--- src/rtl/mips_multicycle_ctrl.sv ---
// mips_multicycle_ctrl: multi-cycle control sequencer for the 16-bit MIPS datapath.
// Define MIPS_CTRL_PERF_EN to add the cycle_cnt/instr_cnt performance counters.
module mips_multicycle_ctrl #(
    parameter int MEM_WAIT_MAX = 15,
    parameter int WAIT_CNT_W   = 8
) (
    input  logic        clk,
    input  logic        rst_n,
    input  logic [2:0]  opcode,
    input  logic [3:0]  funct,
    input  logic        zero_flag,
    input  logic        mem_ready,
    input  logic        halt_req,
    output logic        pc_wr,
    output logic        ir_wr,
    output logic        i_or_d,
    output logic        mem_rd,
    output logic        mem_wr,
    output logic        reg_wr,
    output logic [1:0]  dest_reg,
    output logic [1:0]  mem_to_reg,
    output logic        alu_src_a,
    output logic [1:0]  alu_src_b,
    output logic [1:0]  alu_op,
    output logic [1:0]  pc_src,
    output logic        instr_done,
    output logic        halted,
    output logic        bus_err,
    output logic [3:0]  state_out
`ifdef MIPS_CTRL_PERF_EN
    ,
    output logic [31:0] cycle_cnt,
    output logic [31:0] instr_cnt
`endif
);
    typedef enum logic [3:0] {
        FETCH  = 4'd0,
        DECODE = 4'd1,
        EXEC_R = 4'd2,
        EXEC_I = 4'd3,
        MEM_RD = 4'd4,
        MEM_WR = 4'd5,
        WB_R   = 4'd6,
        WB_I   = 4'd7,
        WB_MEM = 4'd8,
        BRANCH = 4'd9,
        JUMP   = 4'd10,
        JR     = 4'd11,
        HALT   = 4'd12
    } state_t;

    state_t                state, state_nxt, to_fetch;
    logic [WAIT_CNT_W-1:0] wait_cnt;
    logic                  boot, boot_halt, mem_state, timeout, err_set;

    // boot marks the first cycle after reset so a pending halt_req is honoured there too
    assign boot_halt = boot && halt_req;
    assign mem_state = state inside {FETCH, MEM_RD, MEM_WR};
    assign timeout   = mem_state && !mem_ready && wait_cnt == WAIT_CNT_W'(MEM_WAIT_MAX);
    assign to_fetch  = halt_req ? HALT : FETCH;
    assign state_out = state;

    always_comb begin
        state_nxt = state;
        err_set   = 1'b0;
        case (state)
            FETCH:   state_nxt = boot_halt ? HALT : mem_ready ? DECODE : state;
            DECODE:  state_nxt = opcode == 3'd0 ? (funct == 4'd8 ? JR : EXEC_R) :
                                 opcode == 3'd6 ? BRANCH :
                                 opcode inside {3'd2, 3'd3} ? JUMP : EXEC_I;
            EXEC_R:  state_nxt = WB_R;
            EXEC_I:  state_nxt = opcode == 3'd4 ? MEM_RD : opcode == 3'd5 ? MEM_WR : WB_I;
            MEM_RD:  state_nxt = mem_ready ? WB_MEM : state;
            MEM_WR:  state_nxt = mem_ready ? to_fetch : state;
            WB_R, WB_I, WB_MEM, BRANCH, JUMP, JR: state_nxt = to_fetch;
            HALT:    state_nxt = !halt_req && !bus_err ? FETCH : HALT;
            default: begin
                state_nxt = HALT;
                err_set   = 1'b1;
            end
        endcase
        if (timeout) begin
            state_nxt = HALT;
            err_set   = 1'b1;
        end
    end

    always_comb begin
        {pc_wr, ir_wr, i_or_d, mem_rd, mem_wr, reg_wr, dest_reg, mem_to_reg,
         alu_src_a, alu_src_b, alu_op, pc_src, instr_done, halted} = '0;
        case (state)
            FETCH: begin
                mem_rd    = 1'b1;
                alu_src_b = 2'b01;
                alu_op    = 2'b11;
                ir_wr     = mem_ready && !boot_halt;
                pc_wr     = mem_ready && !boot_halt;
            end
            DECODE: begin
                alu_src_b = 2'b11;
                alu_op    = 2'b11;
            end
            EXEC_R: alu_src_a = 1'b1;
            EXEC_I: begin
                alu_src_a = 1'b1;
                alu_src_b = 2'b10;
                alu_op    = opcode == 3'd1 ? 2'b10 : 2'b11;
            end
            MEM_RD: begin
                i_or_d = 1'b1;
                mem_rd = 1'b1;
            end
            MEM_WR: begin
                i_or_d     = 1'b1;
                mem_wr     = 1'b1;
                instr_done = mem_ready;
            end
            WB_R: begin
                reg_wr     = 1'b1;
                dest_reg   = 2'b01;
                instr_done = 1'b1;
            end
            WB_I: begin
                reg_wr     = 1'b1;
                instr_done = 1'b1;
            end
            WB_MEM: begin
                reg_wr     = 1'b1;
                mem_to_reg = 2'b01;
                instr_done = 1'b1;
            end
            BRANCH: begin
                alu_src_a  = 1'b1;
                alu_op     = 2'b01;
                pc_src     = 2'b01;
                pc_wr      = zero_flag;
                instr_done = 1'b1;
            end
            JUMP: begin
                pc_wr      = 1'b1;
                pc_src     = 2'b10;
                instr_done = 1'b1;
                reg_wr     = opcode == 3'd3;
                dest_reg   = opcode == 3'd3 ? 2'b10 : 2'b00;
                mem_to_reg = opcode == 3'd3 ? 2'b10 : 2'b00;
            end
            JR: begin
                pc_wr      = 1'b1;
                pc_src     = 2'b11;
                instr_done = 1'b1;
            end
            HALT:    halted = 1'b1;
            default: ;
        endcase
        // reset forces FETCH asynchronously; mask its strobes until rst_n is released
        if (!rst_n)
            {pc_wr, ir_wr, i_or_d, mem_rd, mem_wr, reg_wr, dest_reg, mem_to_reg,
             alu_src_a, alu_src_b, alu_op, pc_src, instr_done, halted} = '0;
    end

    always_ff @(posedge clk or negedge rst_n) begin
        if (!rst_n) begin
            state    <= FETCH;
            wait_cnt <= '0;
            bus_err  <= 1'b0;
            boot     <= 1'b1;
        end else begin
            state    <= state_nxt;
            wait_cnt <= state_nxt != state ? '0 :
                        mem_state && !mem_ready ? wait_cnt + 1'b1 : wait_cnt;
            bus_err  <= bus_err | err_set;
            boot     <= 1'b0;
        end
    end

`ifdef MIPS_CTRL_PERF_EN
    always_ff @(posedge clk or negedge rst_n) begin
        if (!rst_n) begin
            cycle_cnt <= '0;
            instr_cnt <= '0;
        end else begin
            cycle_cnt <= cycle_cnt + 32'(state != HALT);
            instr_cnt <= instr_cnt + 32'(instr_done);
        end
    end
`endif
endmodule

--- config.mk ---
export PLATFORM = sky130hd
export DESIGN_NAME = mips_multicycle_ctrl
export DESIGN_NICKNAME = d
export VERILOG_FILES = /design/src/rtl/mips_multicycle_ctrl.sv
export SDC_FILE = /design/constraint.sdc
export NUM_CORES = 1
export LEC_CHECK = 0
export ABC_CLOCK_PERIOD_IN_PS = 4600
export BUFFER_PORTS_ARGS = -buffer_cell sky130_fd_sc_hd__buf_2
export CAP_MARGIN = 30
export CORE_ASPECT_RATIO = 1.4
export CORE_UTILIZATION = 49
export CTS_CLUSTER_SIZE = 16
export DETAILED_ROUTE_END_ITERATION = 7
export MAX_ROUTING_LAYER = met4
export PLACE_DENSITY = 0.77
export SLEW_MARGIN = 20
export SYNTH_ARGS = -nofsm -noshare
export SYNTH_HDL_FRONTEND = slang
export SYNTH_SLANG_ARGS = --single-unit
export TNS_END_PERCENT = 30
--- constraint.sdc ---
create_clock -name clk -period 4.6 [get_ports clk]
set_input_delay 0.69 -clock clk [delete_from_list [all_inputs] [get_ports clk]]
set_output_delay 0.69 -clock clk [all_outputs]
set_load 0.01 [all_outputs]
======== After elaboration in Yosys (flattened, before gate mapping) ========
Cells that the tools add are included.
cells by class
  add/sub/neg operators ................... 1
  eq/ne operators ......................... 21
  mux-type cells .......................... 48
  bitwise operators ....................... 1
  reduce and logical (&&, ||, !) cells .... 22
operators by type and width
  cell                 number
  $mux 4               11
  $pmux 4 s8           1
  $eq 4x4->1 const B   6
  $mux 1               18
  $pmux 2 s3           3
  $eq 4x3->1 const B   4
  $mux 2               8
  $mux 8               2
  $reduce_or 13->1     1
  $eq 3x3->1 const B   3
  $add 8x1->8 const B  1
  $eq 4x2->1 const B   2
  $eq 8x4->1 const B   1
  $pmux 2 s2           2
  $reduce_or 2->1      4
  $eq 3x2->1 const B   2
  $reduce_or 3->1      2
  $reduce_or 6->1      1
  $logic_and 1x1->1    5
  $eq 4x1->1 const B   1
  $logic_not 1->1      4
  $logic_not 4->1      1
  $ne 4x4->1           1
  $pmux 1 s2           2
  6 further kinds      7
storage, ports and cells
  register bits ........................... 14
  bits of input ports ..................... 12

======== Longest topological paths before layout ========
  depth in word-level cells ............... 9
  mapped depth ............................ 7

======== Worst setup path before layout ========
OpenSTA, ideal clock, no wires.
  path type ............................... input-to-output
  from .................................... in rst_n
  to ...................................... out reg_wr
  data arrival time ....................... 1.609 ns
  required time ........................... 3.910 ns
  path slack .............................. 2.301 ns
  stages on the path ...................... 5
  buffers on the path ..................... 0
  cells stage by stage .................... inv_1 > nor2_1 > nand3_1 > nor4_1 > or3_1
on the way
  longest elaborated chain between the ends .. 1
ends and longest elaborated chain
  element             line  text
  start: declaration  8     input logic rst_n,
  $mux 1              156   if (!rst_n)
  end: declaration    19    output logic reg_wr,
Every way passes these cells.

======== Worst setup path after layout ========
Same ends and word-level chain as after synthesis.

==> results.sh <==
export IMPL_status="complete, no violations"
export IMPL_regArea_um2=351.6
export IMPL_fmax_ghz=0.3746
export IMPL_insertion_delay_ns=0.28
export IMPL_slew_violations=0
export IMPL_final_nets=193
export IMPL_synth_largest_area_cell="dfrtp_1"
export IMPL_vias=1176
export IMPL_syn_inst=148
export IMPL_ant_nets=0
export IMPL_holdBufCountCts=0
export IMPL_finalPower_mw=0.7155
export IMPL_hold_path_class="in -> async"
export IMPL_layout_drive_gt1_share=0.2682
export IMPL_worstRegToRegCells=5
export IMPL_die_x_um=43.23
export IMPL_io_pin_count=36
export IMPL_wl_per_cell_um=13.84
export IMPL_totalWireLength_mm=2.782
export IMPL_critical_path_endpoint="reg_wr"
export IMPL_worstPathRequired_ns=3.91
export IMPL_drt_iter0_drc=18
export IMPL_netlist_area_um2=1166
export IMPL_grt_pass1_wl_mm=4.485
export IMPL_numCtsBuffers=3
export IMPL_cts_resized=0
export IMPL_critPathCaptureType="output port"
export IMPL_start_util=0.5295
export IMPL_reg2reg_to="wait_cnt[5]"
export IMPL_synthArstFlopShare=1.000
export IMPL_place_hpwl_mm=2.135
export IMPL_crit_start="rst_n"
export IMPL_rsz0062_at_grt="false"
export IMPL_yosys_top_cells_area="dfrtp_1 28%, a211oi_1 5.8%, nor2_1 5.5%"
export IMPL_cts_sinks=14
export IMPL_gp_congestion=0.8881
export IMPL_setup_viol=0
export IMPL_grt_ovfl_total=0
export IMPL_yosysTopAreaCellShare=0.2790
export IMPL_synth_edf_count=0
export IMPL_fin_crit_ns=2.670
export IMPL_synth_cell_types=42
export IMPL_io_buffers=35
export IMPL_yosys_warnings=0
export IMPL_antenna_found_initial=0
export IMPL_maxCapViolCount=0
export IMPL_areaGrowthSynthToFinish_pct=16.42
export IMPL_cp_max_fo=19
export IMPL_track_usage=0.2388
export IMPL_cts_root_buf="clkbuf_4"
export IMPL_core_area_um2=2202
export IMPL_seq_area_frac_synth=0.3015
export IMPL_fp_dieH_um=59.72
export IMPL_setup_tns_ns=0
export IMPL_clk_pin_slew_worst_paths_ns=0.09
export IMPL_yosysMostFrequentCell="nor2_1"
export IMPL_synth_ff_type="dfrtp_1"
export IMPL_row_count=20
export IMPL_num_antenna_cells=0
export IMPL_drc_errors=0
export IMPL_first_pass_iters=4
export IMPL_syn_avg_cell_area_um2=7.879
export IMPL_cts_tree="yes"
export IMPL_finalHoldViolations=0
export IMPL_p_leak_nw=0.6391
export IMPL_dieArea_um2=2582
export IMPL_grt_start_max_net_pins=20
export IMPL_ctsLongestPathBuffers=2
export IMPL_arrival_ns=1.98
export IMPL_tightest_slew_ns=0.5858
export IMPL_power_density_nw_per_um2=527.0
export IMPL_grt_pass1_vias=1057
export IMPL_cts_htree_levels=1
export IMPL_path_class="in -> out"
export IMPL_cts_setup_buffers=0
export IMPL_synth_nets=161
export IMPL_ir_drop_mv=0.2624
export IMPL_timing_final_crit_share=0.5804
export IMPL_viasPerCell=5.851
export IMPL_netlist_top_cells_count="17 x nor2_1, 14 x nand2_1, 13 x dfrtp_1, 11 x a21oi_1"
export IMPL_r2r_start="state_out[1]"
export IMPL_ys_seq_elements=14
export IMPL_reg2reg_slack_ns=2.41
export IMPL_multi_input_area_um2=733.2
export IMPL_max_slew_margin=0.6059
export IMPL_skew_ns=0.004017
export IMPL_start_kind="primary input"
export IMPL_fillers=217
-- registers in the layout, summed over array words and instances, names as in the netlist --
| register | cells |
|---|---|
| boot | 1 |
| wait_cnt | 8 |
| state_out | 4 |
| bus_err | 1 |
-- through the flow --
step           worst slack (ns)  area (um2)  utilization  cells  hold slack, ns
2_1_floorplan             2.301        1166            -    148          0.3944
6_report                  1.930        1358       0.6165    201          0.3206
5_1_grt                   1.709        1358       0.6165    201          0.3435
3_3_place_gp              1.991        1321       0.6000    197          0.4750
3_5_place_dp              1.910        1321       0.6000    197          0.4832
4_1_cts                   1.905        1358       0.6165    201          0.3265
-- where the power goes --
part | internal [mW] | switching [mW]
Clock | 0.0481 | 0.0411
Sequential | 0.147 | 0.0736
Combinational | 0.157 | 0.249
Total | 0.351 | 0.364
-- layout make-up --
class	count	area share
inverters	9	0.02488
multi-input cells	117	0.5401
well taps	22	0.02028
repair buffers	35	0.1290
clock buffers	4	0.02673
flip-flops and latches	14	0.2590
-- worst min path at each step --
stage	from	endpoint	depth (start not counted)
4_1_cts	rst_n	bus_err	1
2_1_floorplan	rst_n	bus_err	0
3_5_place_dp	bus_err	bus_err	1
3_3_place_gp	bus_err	bus_err	1
6_report	rst_n	wait_cnt[0]	1
5_1_grt	rst_n	wait_cnt[4]	1
-- cell usage in the layout (no fill, tap or decap), types with 4 or more instances in the layout --
master	n
inv_1	9
nand2_1	14
nor3_1	6
xor2_1	4
buf_2	35
a21oi_1	11
nor2_1	17
a211oi_1	9
nor4_1	4
o21ai_0	5
nand2b_1	5
dfrtp_1	13
-- critical path, stage by stage --
cell     delay (ns)
buf_2          0.33
inv_1          0.12
nor2_1         0.15
nand3_1        0.14
nor4_1         0.27
or3_1          0.15
buf_2          0.12
-- layer usage --
metal | GRT usage | up-vias | wire, um
met5 | - | - | 0
met4 | 0.1082 | 0 | 40
met3 | 0.01511 | 4 | 134
met2 | 0.4350 | 38 | 1475
met1 | 0.2626 | 540 | 1132
li1 | - | 594 | -
-- kinds of logic after synthesis --
group | synth area share
flops | 0.3015
mux | 0.008584
other cells | 0.003216
buf+inv | 0.06974
xor+xnor | 0.05258
fa+ha+maj | 0.01073
compound gates | 0.2339
simple gates | 0.3198
Power figures use the tool's default switching activity.
